File: config.mk
export PLATFORM = sky130hd
export DESIGN_NAME = led_share_arb
export DESIGN_NICKNAME = d
export VERILOG_FILES = /design/src/rtl/led_pkg.sv /design/src/rtl/led_ms_tick.sv /design/src/rtl/led_share_arb.sv
export SDC_FILE = /design/constraint.sdc
export NUM_CORES = 1
export LEC_CHECK = 0
export CAP_MARGIN = 20
export CORE_UTILIZATION = 55
export DETAILED_ROUTE_END_ITERATION = 6
export HOLD_SLACK_MARGIN = 0.1
export PLACE_DENSITY = 0.78
export SETUP_SLACK_MARGIN = 0.05
export SLEW_MARGIN = 10
export SYNTH_ARGS = -nofsm -noshare
export SYNTH_HDL_FRONTEND = slang
export SYNTH_HIERARCHICAL = 1
export SYNTH_SLANG_ARGS = --single-unit
File: constraint.sdc
create_clock -name clk -period 9.15 [get_ports clk]
set_clock_uncertainty 0.2 [all_clocks]
set_input_delay 1.83 -clock clk [delete_from_list [all_inputs] [get_ports clk]]
set_output_delay 1.83 -clock clk [all_outputs]
set_load 0.02 [all_outputs]
File: src/rtl/led_pkg.sv
// Shared types and helpers for the LED sharing arbiter.
package led_pkg;

    localparam int REQ_MAX = 8;

    typedef enum logic [1:0] {IDLE, HOLD, OPEN} state_e;

    // Pin level pattern for an all-dark bank, in the low n bits.
    function automatic logic [31:0] led_off(input logic mode, input int n);
        logic [31:0] r;
        r = '0;
        for (int i = 0; i < 32; i++)
            if (i < n) r[i] = ~mode;
        return r;
    endfunction

    // Clock cycles per millisecond (truncated).
    function automatic int ms_tick_div(input int clk_freq);
        return clk_freq / 1000;
    endfunction

    // One-hot of the first set bit searching upward from ptr with wrap.
    // Bits above the real requester count are zero, so wrapping over
    // REQ_MAX gives the same answer as wrapping over REQ_NUM.
    function automatic logic [REQ_MAX-1:0] rr_pick(input logic [REQ_MAX-1:0] req,
                                                   input logic [2:0]         ptr);
        logic [2:0]         idx;
        logic [REQ_MAX-1:0] r;
        r = '0;
        for (int i = REQ_MAX - 1; i >= 0; i--) begin
            idx = ptr + 3'(i);
            if (req[idx]) begin
                r      = '0;
                r[idx] = 1'b1;
            end
        end
        return r;
    endfunction

endpackage

File: src/rtl/led_ms_tick.sv
// Clearable millisecond prescaler: 1-cycle pulse when the count reaches TICK-1.
module led_ms_tick #(
    parameter int TICK = 50_000
) (
    input  logic clk,
    input  logic rst_n,
    input  logic clr_i,
    output logic tick_o
);

    localparam int CW = (TICK > 1) ? $clog2(TICK) : 1;

    logic [CW-1:0] cnt_q, cnt_d;

    assign tick_o = (cnt_q == CW'(TICK - 1));

    // Next count: clear on request, wrap on tick, else increment.
    always_comb begin
        cnt_d = cnt_q + CW'(1);
        if (clr_i || tick_o) cnt_d = '0;
    end

    // Count register.
    always_ff @(posedge clk) begin
        if (!rst_n) cnt_q <= '0;
        else        cnt_q <= cnt_d;
    end

endmodule

File: src/rtl/led_share_arb.sv
// Round-robin LED bank arbiter with minimum display time and pin polarity.
module led_share_arb
    import led_pkg::*;
#(
    parameter int   LED_NUM     = 5,
    parameter int   REQ_NUM     = 4,
    parameter logic LED_ON_MODE = 1'b0,
    parameter int   CLK_FREQ    = 50_000_000,
    parameter int   HOLD_MS     = 500
) (
    input  logic                       clk,
    input  logic                       rst_n,
    input  logic                       en_i,
    input  logic [REQ_NUM-1:0]         req_i,
    input  logic [REQ_NUM*LED_NUM-1:0] pat_i,
    output logic [REQ_NUM-1:0]         gnt_o,
    output logic [LED_NUM-1:0]         led_o,
    output logic                       busy_o
);

    localparam int TICK = ms_tick_div(CLK_FREQ);
    localparam int PW   = $clog2(REQ_NUM);
    localparam int HW   = $clog2(HOLD_MS + 1);
    localparam logic [LED_NUM-1:0] OFF = LED_NUM'(led_off(LED_ON_MODE, LED_NUM));

    state_e             state_q, state_d;
    logic [REQ_NUM-1:0] gnt_q, gnt_d;
    logic [PW-1:0]      ptr_q, ptr_d;
    logic [HW-1:0]      hold_q, hold_d;
    logic [LED_NUM-1:0] led_q, led_d;
    logic [LED_NUM-1:0] sel_pat;
    logic [REQ_NUM-1:0] others;
    logic               tick;
    logic               tick_clr;

    // Prescaler only runs while a grant stays in its hold window.
    assign tick_clr = !(state_q == HOLD && state_d == HOLD);

    led_ms_tick #(.TICK(TICK)) u_ms_tick (
        .clk    (clk),
        .rst_n  (rst_n),
        .clr_i  (tick_clr),
        .tick_o (tick)
    );

    assign others = req_i & ~gnt_q;

    // Arbitration FSM next state, grant, pointer and displayed pattern.
    always_comb begin
        state_d = state_q;
        gnt_d   = gnt_q;
        ptr_d   = ptr_q;
        hold_d  = hold_q;
        led_d   = led_q;
        sel_pat = '0;
        if (!en_i) begin
            state_d = IDLE;
            gnt_d   = '0;
            hold_d  = '0;
        end else begin
            case (state_q)
                IDLE: if (|req_i) begin
                    gnt_d   = REQ_NUM'(rr_pick(REQ_MAX'(req_i), 3'(ptr_q)));
                    hold_d  = '0;
                    state_d = HOLD;
                end
                HOLD: if (tick) begin
                    if (hold_q == HW'(HOLD_MS - 1)) state_d = OPEN;
                    if (hold_q != HW'(HOLD_MS))     hold_d  = hold_q + HW'(1);
                end
                OPEN: begin
                    if (|others) begin
                        // ptr_q already points just past the current owner
                        gnt_d   = REQ_NUM'(rr_pick(REQ_MAX'(others), 3'(ptr_q)));
                        hold_d  = '0;
                        state_d = HOLD;
                    end else if (!(|(req_i & gnt_q))) begin
                        gnt_d   = '0;
                        state_d = IDLE;
                    end
                end
                default: begin
                    state_d = IDLE;
                    gnt_d   = '0;
                end
            endcase
        end
        // New owner k moves the pointer to k+1
        if (|gnt_d && gnt_d != gnt_q)
            for (int k = 0; k < REQ_NUM; k++)
                if (gnt_d[k]) ptr_d = PW'((k + 1) % REQ_NUM);
        for (int k = 0; k < REQ_NUM; k++)
            if (gnt_d[k]) sel_pat = pat_i[k*LED_NUM +: LED_NUM];
        // Track the owner's pattern while it requests, freeze it otherwise
        if (!(|gnt_d))              led_d = OFF;
        else if (|(gnt_d & req_i))  led_d = LED_ON_MODE ? sel_pat : ~sel_pat;
    end

    // State and output registers.
    always_ff @(posedge clk) begin
        if (!rst_n) begin
            state_q <= IDLE;
            gnt_q   <= '0;
            ptr_q   <= '0;
            hold_q  <= '0;
            led_q   <= OFF;
        end else begin
            state_q <= state_d;
            gnt_q   <= gnt_d;
            ptr_q   <= ptr_d;
            hold_q  <= hold_d;
            led_q   <= led_d;
        end
    end

    assign gnt_o  = gnt_q;
    assign led_o  = led_q;
    assign busy_o = |gnt_q;

endmodule

Yosys cells after proc, flatten, opt, wreduce, memory -nomap -nowiden
Index checks and enable logic that the tools add are counted.
- $add $sub $neg: 9
- multipliers: 0
- div/mod/pow operators: 0
- magnitude comparators: 16
- equal/unequal tests: 11
- shifts and indexed selects: 0
- multiplexer cells: 89
- bitwise operators: 6
- reduce and logical (&&, ||, !) cells: 26
- operators with widths (cell ; number):
    $mux W4 ; 20
    $bmux W1 S3 ; 14
    $mux W9 ; 4
    $lt A3 B4 Y1 const B ; 7
    $pmux W9 S3 ; 1
    $mux W1 ; 24
    $reduce_or A4 Y1 ; 6
    $demux W1 S3 ; 7
    $ge A3 B1 Y1 const B ; 7
    $mux W2 ; 10
    $mux W5 ; 4
    $add A16 B1 Y16 const B ; 1
    $eq A16 B16 Y1 const B ; 1
    $add A2 B3 Y3 const B ; 4
    $and A4 B4 Y4 ; 3
    $pmux W4 S3 ; 1
    $logic_and A1 B1 Y1 ; 10
    $add A9 B1 Y9 const B ; 1
    $eq A9 B9 Y1 const B ; 1
    $ne A9 B9 Y1 const B ; 1
    $add A2 B2 Y3 const B ; 2
    $pmux W2 S3 ; 1
    $reduce_and A2 Y1 ; 3
    $not A5 Y5 ; 1
    19 further kinds ; 23
- flip-flop bits (word level): 38
- latch bits: 0
- memory bits (writable): 0
- bits in read-only memories: 0
- logic and storage cells: 163
- memories: 0

Logic depth before layout (Yosys ltp)
Gate-level depths: netlist of the first run.
- depth in word-level cells: 21
- mapped depth: 15
- depth with buffers taken out: 11

By module
Netlist of the first run, hierarchy kept.
- modules (own cells, without submodules) (module ; times used ; cells an instance ; area an instance (sq um) ; sequential area each (sq um)):
    led_share_arb ; 1 ; 349 ; 2678.8 ; 440.4
    led_ms_tick ; 1 ; 80 ; 799.5 ; 320.3

Worst setup path after synthesis of the first run
Ideal clock, no wire load.
- kind: input to register
- start: in req_i[0]
- end: reg led_q[0], in the netlist led_o[0]
- data arrival time: 4.144 ns
- data required time: 8.871 ns
- slack: 4.727 ns
- stages on the path: 10
- buffers on the path: 1
- cell sequence: buf_2 nor2b_1 mux4_2 a21oi_1 o221ai_1 a222oi_1 o32ai_1 a221o_2 or2_0 o211ai_1
- word-level cells in the longest chain between the ends: 19
- elaborated cells between the ends (all ways): 67
- RTL lines (element ; line ; source):
    from (decl) ; led_share_arb.sv:14 ; input logic [REQ_NUM-1:0] req_i,
    $and A4 B4 Y4 ; led_share_arb.sv:46 ; assign others = req_i & ~gnt_q;
    $bmux W1 S3 ; led_pkg.sv:32 ; if (req[idx]) begin
    $mux W1 (not written as such) ; led_pkg.sv:32 ;
    $mux W4 (8 in series) ; led_pkg.sv:32 ;
    $mux W4 ; led_share_arb.sv:72 ; if (|others) begin
    $pmux W4 S3 ; led_share_arb.sv:61 ; case (state_q)
    $mux W4 ; led_share_arb.sv:56 ; if (!en_i) begin
    $mux W5 (4 in series) ; led_share_arb.sv:93 ; if (gnt_d[k]) sel_pat = pat_i[k*LED_NUM +: LED_NUM];
    $not A5 Y5 ; led_share_arb.sv:96 ; else if (|(gnt_d & req_i)) led_d = LED_ON_MODE ? sel_pat : ~sel_pat;
    to (signal assigned) ; led_share_arb.sv:112 ; led_q <= led_d;
    to (decl) ; led_share_arb.sv:30 ; logic [LED_NUM-1:0] led_q, led_d;
Parallel ways exist; a longest one is shown, timed or not. The select of a mux whose other input is x is not followed.
A chain may end at the register's enable or synchronous reset.

Worst setup path in the final report of the first run
- start: in req_i[0]
- end: reg led_q[1], in the netlist led_o[1]
Same word-level chain as after synthesis.

==> flow_metrics.tcl, run 1 <==
set metrics [dict create \
    grt_max_degree 35 \
    ctsResizeCount 0 \
    dr.first_iter.drc_count 267 \
    max_freq_ghz 0.179 \
    numClockSinks 38 \
    post-route-drc-count 0 \
    syn2layout_area_growth_pct 13.8 \
    post-place-ws_ns 3.10 \
    synth_warnings 6 \
    period_utilisation_layout 0.610 \
    insertion_delay_ns 0.30 \
    gp_congestion 0.974 \
    cts_buffer_depth 2 \
    globalRouteOverflowTotal 0 \
    floorplan.die_area_mm2 0.00665 \
    final.min_clock_period_ns 5.58 \
    final_core_utilization 0.657 \
    max_slew_margin 0.477 \
    synth_async_sr_flop_share 0 \
    netlist_area_mm2 0.00348 \
    power.ir.vdd_worst_v 0.000218 \
    placement_rows 28 \
    p_leak_nw 1.37 \
    synth-edff-count 0 \
    boundaryPins 37 \
    worstPathRequired_ns 9.11 \
    worstSetupStartpointType "input port" \
    setup_viol_count_final 0 \
    place.port_buffers 36 \
    hp-class "reg -> reg" \
    grt_pass1_wl_um 15300 \
    drt-wirelength-per-cell_um 18.2 \
    hold_ws_ns 0.292 \
    power_per_cell_area_mw_per_mm2 229 \
    layout.nets 491 \
    crit_arrival_ns 5.54 \
    final_critical_path_setup_slack_ns 3.57 \
    detailroute.via_count 3560 \
    number_of_buffers_inserted_to_repair_setup_after_cts 0 \
    hpwlAfterDp_um 7040 \
    final_max_slew_viol_count 0 \
    layout-drive-gt1-share 0.0989 \
    first_global_vias 3205 \
    hold_fails_final_rpt 0 \
    die_width_um 81.5 \
    clk_root_buffer_cell "sky130_fd_sc_hd__clkbuf_8" \
    synthCells 429 \
    status "finished clean" \
    yosys.cell_types.count 88 \
    synth-seq-area-share 0.219 \
    timing_worst_setup_path_type "in -> reg" \
    core_region_area_mm2 0.00603 \
    die_extent_in_y_um 81.5 \
    grt_setup_unrepaired "no" \
    critPathCaptureType "register" \
    wirelength_um 9650 \
    cts.reportedPaths.clkPinSlew_ns 0.08 \
    synth-seq-cells 38 \
    maxCapViolCount 0 \
    dominantRegCellSynth "sky130_fd_sc_hd__dfxtp_1" \
    critical_path_peak_fanout 15 \
    worst_tran_pin_value_ns 0.765 \
    globalRouteTotalUtil 0.297 \
    insertedDiodeCount 0 \
    clock_tree.htree_level_count 2 \
    tritoncts "built" \
    most-common-layout-cells "42 x sky130_fd_sc_hd__nor2_1, 38 x sky130_fd_sc_hd__dfxtp_1, 36 x sky130_fd_sc_hd__clkdlybuf4s50_1" \
    post_synth.cell_area_avg_um2 8.11 \
    initial_utilization 0.577 \
    drt-pass1-iter-count 5 \
    cts_hold_buffers 0 \
    final_common_cell "sky130_fd_sc_hd__nor2_1" \
    post_synth_net_total 466 \
    cts_made_buffers 5 \
    fin_tns_setup_ns 0 \
    detail-route-antenna-nets 0 \
    initial_antenna_violation_count 0 \
    vias_per_cell 6.72 \
    design_power_total_mw 0.908 \
]
-- layer usage --
| metal | wire [um] | vias up | track usage |
|---|---|---|---|
| li1 | - | 1670 | - |
| met1 | 4120 | 1659 | 0.400 |
| met2 | 4390 | 201 | 0.463 |
| met3 | 895 | 30 | 0.0578 |
| met4 | 241 | 0 | 0.121 |
| met5 | 0 | - | 0 |
-- worst max-delay path, stage by stage --
cell                              delay, ns
sky130_fd_sc_hd__clkdlybuf4s50_1       0.77
sky130_fd_sc_hd__or4bb_1               0.61
sky130_fd_sc_hd__a41oi_4               0.34
sky130_fd_sc_hd__nand4b_1              0.17
sky130_fd_sc_hd__a221oi_1              0.15
sky130_fd_sc_hd__a222oi_1              0.71
sky130_fd_sc_hd__nand2b_1              0.44
sky130_fd_sc_hd__mux2i_1               0.14
sky130_fd_sc_hd__a211oi_1              0.25
sky130_fd_sc_hd__o211ai_1              0.12
-- layout make-up --
class | count | area [um2]
Clock inverter | 3 | 45.0
Timing Repair Buffer | 39 | 383
Sequential cell | 38 | 761
Multi-Input combinational cell | 342 | 2500
Tap cell | 75 | 93.8
Fill cell | 527 | 2070
Clock buffer | 5 | 68.8
Inverter | 28 | 105
-- cells in the mapped netlist, types with 3 or more instances --
master | count | area share
sky130_fd_sc_hd__a211oi_1 | 5 | 0.011
sky130_fd_sc_hd__a21oi_1 | 18 | 0.026
sky130_fd_sc_hd__a221oi_1 | 6 | 0.015
sky130_fd_sc_hd__a22oi_1 | 4 | 0.0086
sky130_fd_sc_hd__a311oi_1 | 3 | 0.0076
sky130_fd_sc_hd__a31oi_1 | 5 | 0.0090
sky130_fd_sc_hd__and2_1 | 6 | 0.011
sky130_fd_sc_hd__and3_1 | 5 | 0.0090
sky130_fd_sc_hd__buf_2 | 6 | 0.0086
sky130_fd_sc_hd__clkbuf_1 | 11 | 0.012
sky130_fd_sc_hd__dfxtp_1 | 38 | 0.22
sky130_fd_sc_hd__ha_1 | 10 | 0.036
sky130_fd_sc_hd__inv_1 | 25 | 0.027
sky130_fd_sc_hd__mux2_2 | 6 | 0.019
sky130_fd_sc_hd__mux2i_1 | 13 | 0.037
sky130_fd_sc_hd__mux4_2 | 4 | 0.026
sky130_fd_sc_hd__nand2_1 | 35 | 0.038
sky130_fd_sc_hd__nand2b_1 | 8 | 0.014
sky130_fd_sc_hd__nand3_1 | 13 | 0.019
sky130_fd_sc_hd__nand4_1 | 10 | 0.018
sky130_fd_sc_hd__nand4b_1 | 4 | 0.010
sky130_fd_sc_hd__nor2_1 | 42 | 0.045
sky130_fd_sc_hd__nor2_2 | 4 | 0.0072
sky130_fd_sc_hd__nor2b_1 | 11 | 0.020
sky130_fd_sc_hd__nor3_1 | 11 | 0.016
sky130_fd_sc_hd__nor4_1 | 3 | 0.0054
sky130_fd_sc_hd__nor4_2 | 6 | 0.022
sky130_fd_sc_hd__o211ai_1 | 8 | 0.017
sky130_fd_sc_hd__o21ai_0 | 10 | 0.014
sky130_fd_sc_hd__o221ai_1 | 4 | 0.010
sky130_fd_sc_hd__or2_0 | 5 | 0.0090
sky130_fd_sc_hd__or3_1 | 4 | 0.0072
sky130_fd_sc_hd__xnor2_1 | 12 | 0.030
sky130_fd_sc_hd__xor2_1 | 7 | 0.018
-- state kept, by name, indices dropped and copies added (netlist names) --
register,cells
state_q,2
u_ms_tick/cnt_q,16
ptr_q,2
hold_q,9
led_o,5
gnt_o,4
-- kinds of logic (layout without fill, tap and decap cells) --
group,count (synthesis),count (layout),synth area share
and+or+nand+nor,189,189,0.320
muxes,25,25,0.0978
AOI/OAI and AO/OA,99,99,0.218
buffers and inverters,49,75,0.0615
DFF,38,38,0.219
xor gates and xnor gates,19,19,0.0478
adders and majority gates,10,10,0.0360
-- path summary, 6_finish.rpt --
check | start | to | slack, ns | cells after the start
max | req_i[0] | led_o[1]$_SDFFE_PN1P_ | 3.57 | 10
min | hold_q[8]$_SDFFE_PN0P_ | hold_q[8]$_SDFFE_PN0P_ | 0.29 | 2
max reg2reg | ptr_q[0]$_SDFFE_PN0P_ | led_o[1]$_SDFFE_PN1P_ | 4.03 | 12
min reg2reg | hold_q[8]$_SDFFE_PN0P_ | hold_q[8]$_SDFFE_PN0P_ | 0.29 | 2
-- per-stage QoR --
step | cells | instance area, um2
5_1_grt | 530 | 3960
3_5_place_dp | 521 | 3840
6_report | 530 | 3960
4_1_cts | 529 | 3950
2_1_floorplan | 429 | 3480
3_3_place_gp | 521 | 3840
-- power breakdown --
| part | total, mW | switching [mW] | internal, mW |
|---|---|---|---|
| Combinational | 0.567 | 0.341 | 0.225 |
| Sequential | 0.197 | 0.0212 | 0.176 |
| Clock | 0.144 | 0.0630 | 0.0811 |
| Total | 0.908 | 0.426 | 0.482 |
No activity file was read; power rests on OpenSTA's default activity.
==> inputs of run 2 (changes only) <==
--- a/config.mk
+++ b/config.mk
@@ -6,10 +6,10 @@
 export NUM_CORES = 1
 export LEC_CHECK = 0
 export CAP_MARGIN = 20
-export CORE_UTILIZATION = 55
+export CORE_UTILIZATION = 52
 export DETAILED_ROUTE_END_ITERATION = 6
 export HOLD_SLACK_MARGIN = 0.1
-export PLACE_DENSITY = 0.78
+export PLACE_DENSITY = 0.77
 export SETUP_SLACK_MARGIN = 0.05
 export SLEW_MARGIN = 10
 export SYNTH_ARGS = -nofsm -noshare
==> constraint.sdc (replaced) <==
create_clock -name clk -period 5.05 [get_ports clk]
set_clock_uncertainty 0.2 [all_clocks]
set_input_delay 1.01 -clock clk [delete_from_list [all_inputs] [get_ports clk]]
set_output_delay 1.01 -clock clk [all_outputs]
set_load 0.02 [all_outputs]
==> run 2 against run 1 <==
Effect of this change:
- register-to-register slack worse by 3.2 ns
- clock power up 76%
- critical path depth up 3
- flip-flop and latch count unchanged
- first-iteration DRC count up 16%
- core utilization up 0.88 points
- clock-buffer cell count unchanged
- sequential share of layout area down 1.3 points
- power up 93%
- sequential power up 73%
- die area up 5.6%
- global-route usage down 1.1 points
- largest power group unchanged
- highest routed layer unchanged
==> flow_metrics.tcl, run 2 (synthesis gave the netlist of run 1 again) <==
set metrics [dict create \
    dr.first_iter.drc_count 310 \
    grt_setup_unrepaired "no" \
    cts.reportedPaths.clkPinSlew_ns 0.07 \
    share_comb_of_total_power 0.662 \
    number_of_buffers_inserted_to_repair_setup_after_cts 0 \
    worstSetupStartpointType "input port" \
    worst_tran_pin_value_ns 0.659 \
    hp-class "reg -> reg" \
    cts_hold_buffers 0 \
    ctsResizeCount 0 \
    clock_tree.htree_level_count 2 \
    cts_made_buffers 5 \
    layout-drive-gt1-share 0.165 \
    crit_chain "clkdlybuf4s50_1 -> buf_12 -> or4bb_1 -> buf_4 -> a41oi_4 -> buf_4 -> nand4b_1 -> a221oi_1 -> a222oi_1 -> nand2b_1 -> mux2i_1 -> a211oi_1 -> o211ai_1" \
    grt_pass1_wl_um 16300 \
    boundaryPins 37 \
    cpMostUsedCell "sky130_fd_sc_hd__buf_4" \
    worst_reg2reg_endpoint "led_o[0]$_SDFFE_PN1P_" \
    initial_utilization 0.545 \
    crit_path_max_incr_delay_ns 0.60 \
    p_clk_frac 0.144 \
    finish.cell_count_without_fillers 568 \
    hpwlAfterDp_um 7500 \
    hold_ws_ns 0.287 \
    post-place-ws_ns 0.173 \
    p_sw_mw 0.777 \
    placement_rows 29 \
    most-common-layout-cells "42 x sky130_fd_sc_hd__nor2_1, 38 x sky130_fd_sc_hd__dfxtp_1, 36 x sky130_fd_sc_hd__clkdlybuf4s50_1, 36 x sky130_fd_sc_hd__buf_4, 35 x sky130_fd_sc_hd__nand2_1" \
    power_per_cell_area_mw_per_mm2 412 \
    max_freq_ghz 0.221 \
    first_global_vias 3443 \
    detail-route-antenna-nets 0 \
    die_width_um 83.8 \
    p_leak_nw 1.56 \
    fin_tns_setup_ns 0 \
    vias_per_cell 6.37 \
    final_common_cell "sky130_fd_sc_hd__nor2_1" \
    period_utilisation_layout 0.894 \
    drt-wirelength-per-cell_um 17.3 \
    worstPathRequired_ns 4.99 \
    wirelength_um 9830 \
    cpMaxStageDelayCell "sky130_fd_sc_hd__a222oi_1" \
    flop2flop_setup_slack_ns 0.81 \
    power.switching_fraction 0.443 \
    numClockSinks 38 \
    timing.critical_path.max_delay_family "compound AO/OA/AOI/OAI gates" \
    clk_root_buffer_cell "sky130_fd_sc_hd__clkbuf_8" \
    power.ir.vdd_worst_v 0.000434 \
    grt_max_degree 34 \
    final_critical_path_setup_slack_ns 0.534 \
    maxCapViolCount 0 \
    syn2layout_area_growth_pct 22.3 \
    placed_cells_incl_taps 559 \
    cts_buffer_depth 2 \
    endpoint "led_o[0]$_SDFFE_PN1P_" \
    insertion_delay_ns 0.29 \
    hold_fails_final_rpt 0 \
    detailroute.via_count 3618 \
    final.min_clock_period_ns 4.52 \
    top_register "u_ms_tick/cnt_q" \
    initial_antenna_violation_count 0 \
    layout.nets 527 \
    insertedDiodeCount 0 \
    globalRouteTotalUtil 0.286 \
    post-route-drc-count 0 \
    sum_of_buffers_and_inverters_on_the_critical_path 4 \
    max_slew_margin 0.555 \
    die_extent_in_y_um 83.8 \
    critical_path_peak_fanout 15 \
    final_max_slew_viol_count 0 \
    status "finished clean" \
    drt-pass1-iter-count 5 \
    cell_internal_power_mw 0.977 \
    globalRouteOverflowTotal 0 \
    setup_viol_count_final 0 \
    crit_arrival_ns 4.46 \
    critical_path.startpoint "req_i[0]" \
    place.port_buffers 36 \
    worst-path-stages 13 \
    timing_worst_setup_path_type "in -> reg" \
    pwr-share-seq 0.194 \
    core_region_area_mm2 0.00639 \
    gp_congestion 0.949 \
    tritoncts "built" \
    reg2regPathDepth 13 \
    critPathCaptureType "register" \
    floorplan.die_area_mm2 0.00702 \
    largest_register_ff_count 16 \
    regToRegStartpoint "ptr_q[1]$_SDFFE_PN0P_" \
]
run 2: changes by cell type in the layout (fill, tap and decap cells not counted), sizes merged:
cell,before,now
buf,2,38
clkinv,1,3
clkinvlp,2,0
run 2: worst register-to-register path, delay by kind of cell, from the launching register on:
family,cells,cell delay (ns)
simple gates,3,1.13
flops,1,0.35
compound gates,5,1.31
fa+ha+maj,1,0.52
mux,1,0.15
buf+inv,3,0.44
run 2: worst min path at each step:
stage,cells after the start,to,from
final,1,u_ms_tick/cnt_q[0]$_SDFF_PP0_,u_ms_tick/cnt_q[0]$_SDFF_PP0_
after global routing,1,u_ms_tick/cnt_q[0]$_SDFF_PP0_,u_ms_tick/cnt_q[0]$_SDFF_PP0_
after CTS,1,u_ms_tick/cnt_q[0]$_SDFF_PP0_,u_ms_tick/cnt_q[0]$_SDFF_PP0_
after detailed placement,1,u_ms_tick/cnt_q[0]$_SDFF_PP0_,u_ms_tick/cnt_q[0]$_SDFF_PP0_
after global placement,1,u_ms_tick/cnt_q[0]$_SDFF_PP0_,u_ms_tick/cnt_q[0]$_SDFF_PP0_
after floorplan,1,u_ms_tick/cnt_q[0]$_SDFF_PP0_,u_ms_tick/cnt_q[0]$_SDFF_PP0_
run 2: layer usage:
metal	vias up	GRT usage	wire length, um
met1	1719	0.387	4360
li1	1746	-	-
met4	0	0.0709	133
met2	139	0.472	4720
met5	-	0	0
met3	14	0.0485	612
run 2: cell type report:
cell class | count | area, um2
Sequential cell | 38 | 761
Multi-Input combinational cell | 342 | 2500
Inverter | 28 | 105
Clock inverter | 3 | 40.0
Fill cell | 547 | 2130
Tap cell | 77 | 96.3
Clock buffer | 5 | 68.8
Timing Repair Buffer | 75 | 678
run 2: power groups by stage:
stage | registers [mW] | clock network, mW | logic [mW]
after floorplan | 0.360 | 0 | 0.752
after global placement | 0.346 | 0 | 1.13
after detailed placement | 0.347 | 0 | 1.13
after CTS | 0.340 | 0.257 | 1.13
after global routing | 0.343 | 0.273 | 1.26
final | 0.340 | 0.253 | 1.16
run 2: per-stage QoR:
stage | area, um2 | util | total power [mW]
after floorplan | 3480 | - | 1.11
after global placement | 4140 | 0.648 | 1.48
after detailed placement | 4140 | 0.648 | 1.48
after CTS | 4250 | 0.665 | 1.73
after global routing | 4250 | 0.666 | 1.88
final | 4250 | 0.666 | 1.75
